`config.mk`:
```
export PLATFORM = sky130hd
export DESIGN_NAME = alu_result_stage_flat
export DESIGN_NICKNAME = d
export VERILOG_FILES = /design/src/rtl/alu_result_stage_if.sv /design/src/rtl/alu_result_stage.sv /design/src/flat_wrapper.sv
export SDC_FILE = /design/constraint.sdc
export NUM_CORES = 1
export LEC_CHECK = 0
export CORE_ASPECT_RATIO = 0.75
export CORE_MARGIN = 4
export CORE_UTILIZATION = 44
export CTS_BUF_LIST = sky130_fd_sc_hd__clkbuf_4
export CTS_CLUSTER_SIZE = 30
export DETAILED_ROUTE_END_ITERATION = 12
export PLACE_DENSITY = 0.82
export SKIP_LAST_GASP = 1
export SLEW_MARGIN = 20
export SYNTH_ARGS = -nofsm -noshare
export SYNTH_HDL_FRONTEND = slang
export SYNTH_SLANG_ARGS = --single-unit
```
`constraint.sdc`:
```
create_clock -name clock -period 3.9 [get_ports clock]
set_input_delay 0.585 -clock clock [delete_from_list [all_inputs] [get_ports clock]]
set_output_delay 0.585 -clock clock [all_outputs]
set_load 0.01 [all_outputs]
```
`src/rtl/alu_result_stage_if.sv`:
```
// alu_result_stage_if: upstream/downstream handshake bundle for the ALU result stage.
//   master: producer/consumer side (drives in_*, out_ready)
//   slave : the stage itself (drives in_ready, out_*)
//   out_parity exists only when ALU_RESULT_STAGE_PARITY_EN is defined.
interface alu_result_stage_if #(
  parameter int DATA_WIDTH   = 32,
  parameter int OPCODE_WIDTH = 5
);
  logic                    in_valid;
  logic                    in_ready;
  logic [OPCODE_WIDTH-1:0] in_opcode;
  logic [DATA_WIDTH-1:0]   in_addsub;
  logic [DATA_WIDTH-1:0]   in_and;
  logic [DATA_WIDTH-1:0]   in_or;
  logic [DATA_WIDTH-1:0]   in_shift;
  logic                    out_valid;
  logic                    out_ready;
  logic [DATA_WIDTH-1:0]   out_result;
  logic [OPCODE_WIDTH-1:0] out_opcode;
  logic                    out_zero;
  logic                    out_illegal;
`ifdef ALU_RESULT_STAGE_PARITY_EN
  logic                    out_parity;
`endif
  modport master (
    output in_valid, in_opcode, in_addsub, in_and, in_or, in_shift, out_ready,
    input  in_ready, out_valid, out_result, out_opcode, out_zero, out_illegal
`ifdef ALU_RESULT_STAGE_PARITY_EN
    , input out_parity
`endif
  );
  modport slave (
    input  in_valid, in_opcode, in_addsub, in_and, in_or, in_shift, out_ready,
    output in_ready, out_valid, out_result, out_opcode, out_zero, out_illegal
`ifdef ALU_RESULT_STAGE_PARITY_EN
    , output out_parity
`endif
  );
endinterface

```
`src/rtl/alu_result_stage.sv`:
```
// alu_result_stage: selects the ALU unit result by opcode, flags it, and buffers it in a 2-entry FIFO.
//   clock, reset : single clock, synchronous active-high reset
//   bus (slave)  : in_valid/in_ready/in_opcode/in_addsub/in_and/in_or/in_shift,
//                  out_valid/out_ready/out_result/out_opcode/out_zero/out_illegal
//   Define ALU_RESULT_STAGE_PARITY_EN to add bus.out_parity (even parity of out_result).
module alu_result_stage #(
  parameter int DATA_WIDTH   = 32,
  parameter int OPCODE_WIDTH = 5
) (
  input logic              clock,
  input logic              reset,
  alu_result_stage_if.slave bus
);
  typedef enum logic [1:0] {EMPTY, HALF, FULL} state_t;
  state_t                  state;
  logic                    wr_ptr;
  logic                    rd_ptr;
  logic [DATA_WIDTH-1:0]   res_mem [2];
  logic [OPCODE_WIDTH-1:0] opc_mem [2];
  logic                    zero_mem [2];
  logic                    ill_mem [2];
  logic                    is_addsub;
  logic                    is_and;
  logic                    is_or;
  logic                    is_shift;
  logic                    ill;
  logic [DATA_WIDTH-1:0]   sel;
  logic                    push;
  logic                    pop;
  // opcode pairs 0/1 and 4/5 differ only in the lsb
  assign is_addsub = bus.in_opcode[OPCODE_WIDTH-1:1] == '0;
  assign is_and    = bus.in_opcode == OPCODE_WIDTH'(2);
  assign is_or     = bus.in_opcode == OPCODE_WIDTH'(3);
  assign is_shift  = bus.in_opcode[OPCODE_WIDTH-1:1] == (OPCODE_WIDTH-1)'(2);
  assign ill       = ~(is_addsub | is_and | is_or | is_shift);
  assign sel       = is_addsub ? bus.in_addsub :
                     is_and    ? bus.in_and    :
                     is_or     ? bus.in_or     :
                     is_shift  ? bus.in_shift  : '0;
  assign bus.in_ready  = (state != FULL) & ~reset;
  assign bus.out_valid = state != EMPTY;
  assign push = bus.in_valid & bus.in_ready;
  assign pop  = bus.out_valid & bus.out_ready;
  // storage is never cleared, so the head is masked to zero while empty
  assign bus.out_result  = bus.out_valid ? res_mem[rd_ptr] : '0;
  assign bus.out_opcode  = bus.out_valid ? opc_mem[rd_ptr] : '0;
  assign bus.out_zero    = bus.out_valid & zero_mem[rd_ptr];
  assign bus.out_illegal = bus.out_valid & ill_mem[rd_ptr];
`ifdef ALU_RESULT_STAGE_PARITY_EN
  logic par_mem [2];
  assign bus.out_parity = bus.out_valid & par_mem[rd_ptr];
`endif
  always_ff @(posedge clock) begin
    if (reset) begin
      state  <= EMPTY;
      wr_ptr <= 1'b0;
      rd_ptr <= 1'b0;
    end else begin
      if (push) begin
        res_mem[wr_ptr]  <= sel;
        opc_mem[wr_ptr]  <= bus.in_opcode;
        zero_mem[wr_ptr] <= sel == '0;
        ill_mem[wr_ptr]  <= ill;
`ifdef ALU_RESULT_STAGE_PARITY_EN
        par_mem[wr_ptr]  <= ^sel;
`endif
        wr_ptr <= ~wr_ptr;
      end
      if (pop) rd_ptr <= ~rd_ptr;
      state <= (push & ~pop) ? (state == EMPTY ? HALF : FULL) :
               (pop & ~push) ? (state == FULL ? HALF : EMPTY) : state;
    end
  end
endmodule

```
`src/flat_wrapper.sv`:
```
// flat-port wrapper written by rule: the top's interface ports become plain ports
module alu_result_stage_flat 
#(
  parameter int DATA_WIDTH   = 32,
  parameter int OPCODE_WIDTH = 5
)
  (clock, reset, bus_in_valid, bus_in_opcode, bus_in_addsub, bus_in_and, bus_in_or, bus_in_shift, bus_out_ready, bus_in_ready, bus_out_valid, bus_out_result, bus_out_opcode, bus_out_zero, bus_out_illegal);
  alu_result_stage_if #(.DATA_WIDTH(DATA_WIDTH), .OPCODE_WIDTH(OPCODE_WIDTH)) bus_i ();
  input logic clock;
  input logic reset;
  input wire logic [$bits(bus_i.in_valid)-1:0] bus_in_valid;
  input wire logic [$bits(bus_i.in_opcode)-1:0] bus_in_opcode;
  input wire logic [$bits(bus_i.in_addsub)-1:0] bus_in_addsub;
  input wire logic [$bits(bus_i.in_and)-1:0] bus_in_and;
  input wire logic [$bits(bus_i.in_or)-1:0] bus_in_or;
  input wire logic [$bits(bus_i.in_shift)-1:0] bus_in_shift;
  input wire logic [$bits(bus_i.out_ready)-1:0] bus_out_ready;
  output wire logic [$bits(bus_i.in_ready)-1:0] bus_in_ready;
  output wire logic [$bits(bus_i.out_valid)-1:0] bus_out_valid;
  output wire logic [$bits(bus_i.out_result)-1:0] bus_out_result;
  output wire logic [$bits(bus_i.out_opcode)-1:0] bus_out_opcode;
  output wire logic [$bits(bus_i.out_zero)-1:0] bus_out_zero;
  output wire logic [$bits(bus_i.out_illegal)-1:0] bus_out_illegal;
  assign bus_i.in_valid = bus_in_valid;
  assign bus_i.in_opcode = bus_in_opcode;
  assign bus_i.in_addsub = bus_in_addsub;
  assign bus_i.in_and = bus_in_and;
  assign bus_i.in_or = bus_in_or;
  assign bus_i.in_shift = bus_in_shift;
  assign bus_i.out_ready = bus_out_ready;
  assign bus_in_ready = bus_i.in_ready;
  assign bus_out_valid = bus_i.out_valid;
  assign bus_out_result = bus_i.out_result;
  assign bus_out_opcode = bus_i.out_opcode;
  assign bus_out_zero = bus_i.out_zero;
  assign bus_out_illegal = bus_i.out_illegal;
  alu_result_stage #(.DATA_WIDTH(DATA_WIDTH), .OPCODE_WIDTH(OPCODE_WIDTH)) u_core (.clock(clock), .reset(reset), .bus(bus_i));
endmodule
```
==> results.py <==
metrics = {
    "sta": {
        "finalCritPeriodShare_pct": 82.4,
        "tightest_slew_ns": 0.959,
        "setup_ws_ns": 0.686,
        "skew_ns": 0.00925,
        "maxSlewHeadroom_pct": 35.9,
        "timing.final.hold_violations": 0,
        "fmax_ghz": 0.311,
        "setup_tns_ns": 0,
        "rsz0062_at_grt": "no",
        "setup_viol": 0,
        "period_needed_ns": 3.21,
        "maxSlewViolCount": 0,
    },
    "drt": {
        "dr.first_iter.drc_count": 323,
        "num_vias": 3785,
        "postRouteWirelength_mm": 13.8,
        "drc": 0,
        "antenna_left": 0,
        "drt_pass1_iterations": 5,
        "wire_per_inst_um": 20.6,
        "avgViaCountPerCell": 5.64,
    },
    "yosys": {
        "synth_edf_count": 78,
        "synth_flop_cell": "edfxtp_1",
        "synth_top_area_share_pct": 55.0,
        "synth_area_um2": 4260,
        "synth.area.top_cells": "edfxtp_1 55%, mux2i_1 9.4%, nor2_1 5.3%",
        "ys_warn_count": 0,
        "ys_ff_latch": 83,
        "avgSynthCellArea_um2": 11.6,
        "synth_largest_area_cell": "edfxtp_1",
        "syn_inst": 366,
        "seq_area_frac_synth_pct": 57.3,
        "synth_cell_type_count": 46,
        "synth_fp_nets": 504,
        "async_reset_ff_share_pct": 0,
    },
    "cts": {
        "root_buffer": "clkbuf_4",
        "cts_hold_buf": 0,
        "numClockSinks": 83,
        "cts_buffer_depth": 2,
        "numCtsBuffers": 9,
        "cts_resized": 0,
        "cts_tree": "done",
        "cts-htree-levels": 3,
        "clkTransAtPathRegs_ns": 0.12,
        "clock_latency_ns": 0.43,
        "post_cts_buffers": 0,
    },
    "worst_setup_path": {
        "max_stage_delay_ns": 0.81,
        "r2r-start": "u_core.state[1]$_SDFFE_PP0P_",
        "end_kind": "flop",
        "worstRegToRegCells": 7,
        "cp.depth": 7,
        "critical_path_class": "in2reg",
        "r2r_slack_ns": 1.75,
        "worst-path-max-fanout": 17,
        "startpoint_type": "primary input",
        "crit_required_ns": 4.15,
        "crit_family": "buffers and inverters",
        "cp_data_arrival_time_ns": 3.47,
        "r2r_end": "u_core.state[0]$_SDFFE_PP0P_",
        "crit_chain": "clkdlybuf4s50_1 > clkinv_1 > a221oi_1 > o2bb2ai_1 > nor4_1 > nand2_1 > nor4_2",
        "critPathBufInv": 2,
        "cp_slowest_cell": "clkdlybuf4s50_1",
    },
    "global_routing": {
        "antenna_found_initial": 0,
        "grt_pass1_wl_mm": 21.1,
        "grt_pass1_vias": 3965,
        "track_usage_pct": 24.6,
        "grt_max_degree": 41,
        "overflow": 0,
    },
    "power": {
        "ir_worst_vdd_mv": 0.151,
        "p_leak_nw": 2.06,
        "powerDensity_nw_per_um2": 296,
        "totalPowerFinal_mw": 1.87,
    },
    "place": {
        "dpl_cell_area_um2": 6180,
        "portBuffers": 177,
        "pre_cts_ws_ns": 0.340,
        "place_congestion": 0.884,
        "post-dp-hpwl_mm": 10.6,
    },
    "floorplan": {
        "dieArea_um2": 11300,
        "die_x_um": 122,
        "coreArea_um2": 9230,
        "start_util_pct": 46.2,
        "num_rows": 30,
        "die_h_um": 93.2,
        "io_pins": 178,
    },
    "min_path": {
        "hold-path-endpoint": "u_core.rd_ptr$_SDFFE_PP0P_",
        "min_path_type": "reg2reg",
        "holdPathStages": 2,
        "min-delay-start": "u_core.rd_ptr$_SDFFE_PP0P_",
    },
    "cells_and_area": {
        "nFillCells": 713,
        "drive_above_1_share_pct": 7.73,
        "multi_input_area_um2": 1710,
        "register_area_um2": 2440,
        "postLayoutCellArea_um2": 6320,
        "layout.nets": 676,
        "mostFrequentLayoutCells": "177 x clkdlybuf4s50_1, 78 x edfxtp_1, 57 x nor2_1",
        "area_growth_pct": 48.2,
        "final_common_cell": "clkdlybuf4s50_1",
        "n_antenna_cell": 0,
    },
    "run": {
        "drv_cap": 0,
    },
    "run_status": {
        "status": "finished, final reports clean",
    },
}
## worst max path at each step
stage	start	to	slack, ns
after global routing	bus_in_opcode[1]	u_core.zero_mem[0]$_DFFE_PP_	0.56
after detailed placement	bus_in_opcode[1]	u_core.zero_mem[0]$_DFFE_PP_	0.34
after global placement	bus_in_opcode[1]	u_core.zero_mem[0]$_DFFE_PP_	0.46
after CTS	flop	bus_out_result[5]	0.78
after floorplan	reset	u_core.ill_mem[0]$_DFFE_PP_	0.80
final	bus_in_opcode[1]	u_core.zero_mem[0]$_DFFE_PP_	0.69
## cell usage after synthesis, drive strengths merged, types with 5 or more instances
cell type	number
o21a	6
nand2	21
clkbuf	14
mux2i	40
edfxtp	78
a21oi	13
o21ai	20
dfxtp	5
nor2	61
a221oi	7
o32ai	5
buf	12
a22o	7
o2bb2ai	17
a21boi	9
nor4	7
a22oi	6
## final cells by class
cell class / instances / share of cell area, %
flip-flops and latches: 83 / 38.7
inverters: 5 / 0.297
clock inverters: 5 / 0.852
well taps: 128 / 2.54
repair buffers: 187 / 29.2
clock buffers: 11 / 1.31
multi-input cells: 252 / 27.1
## worst reg2reg max path, delay by kind of cell, from the launching register on
family          cells  cell delay (ns)
simple gates        4             1.21
fa+ha+maj           1             0.28
flops               1             0.39
compound gates      1             0.06
buf+inv             1             0.17
## flip-flops by register name, summed over array words and instances, names as in the netlist, named ones only
signal           flops
u_core.ill_mem       2
u_core.state         2
u_core.zero_mem      2
u_core.opc_mem      10
u_core.wr_ptr        1
u_core.rd_ptr        1
u_core.res_mem      64
## cells by family (layout without fill, tap and decap cells)
kind of cell,after synthesis,in the layout,share of synthesized area [%]
DFF,83,83,57.3
and+or+nand+nor,106,106,11.5
AOI/OAI and AO/OA,99,99,16.9
muxes,43,43,10.2
xor gates and xnor gates,3,3,0.617
buffers and inverters,31,208,3.29
adders and majority gates,1,1,0.294
## metrics by stage
step	instances	utilization, %	hold WS, ns
detailed placement	655	66.9	0.491
floorplan	366	-	0.472
global placement	655	66.9	0.486
CTS	671	68.4	0.523
finish	671	68.4	0.518
global route	671	68.4	0.565
## routing by layer
layer  vias to the layer above  part of all wire (%)  track usage [%]
li1                       1743                     -                -
met1                      1800                    39             28.9
met2                       218                    48             41.7
met3                        24                    10             8.10
met4                         0                   2.3             9.98
met5                         -                     0                0
## power by group
| part | internal (mW) | switching (mW) | leakage, nW | total (mW) |
|---|---|---|---|---|
| Sequential | 1.01 | 0.0115 | 0.766 | 1.02 |
| Combinational | 0.203 | 0.159 | 1.23 | 0.362 |
| Clock | 0.207 | 0.283 | 0.0705 | 0.490 |
Power figures use the tool's default switching activity.
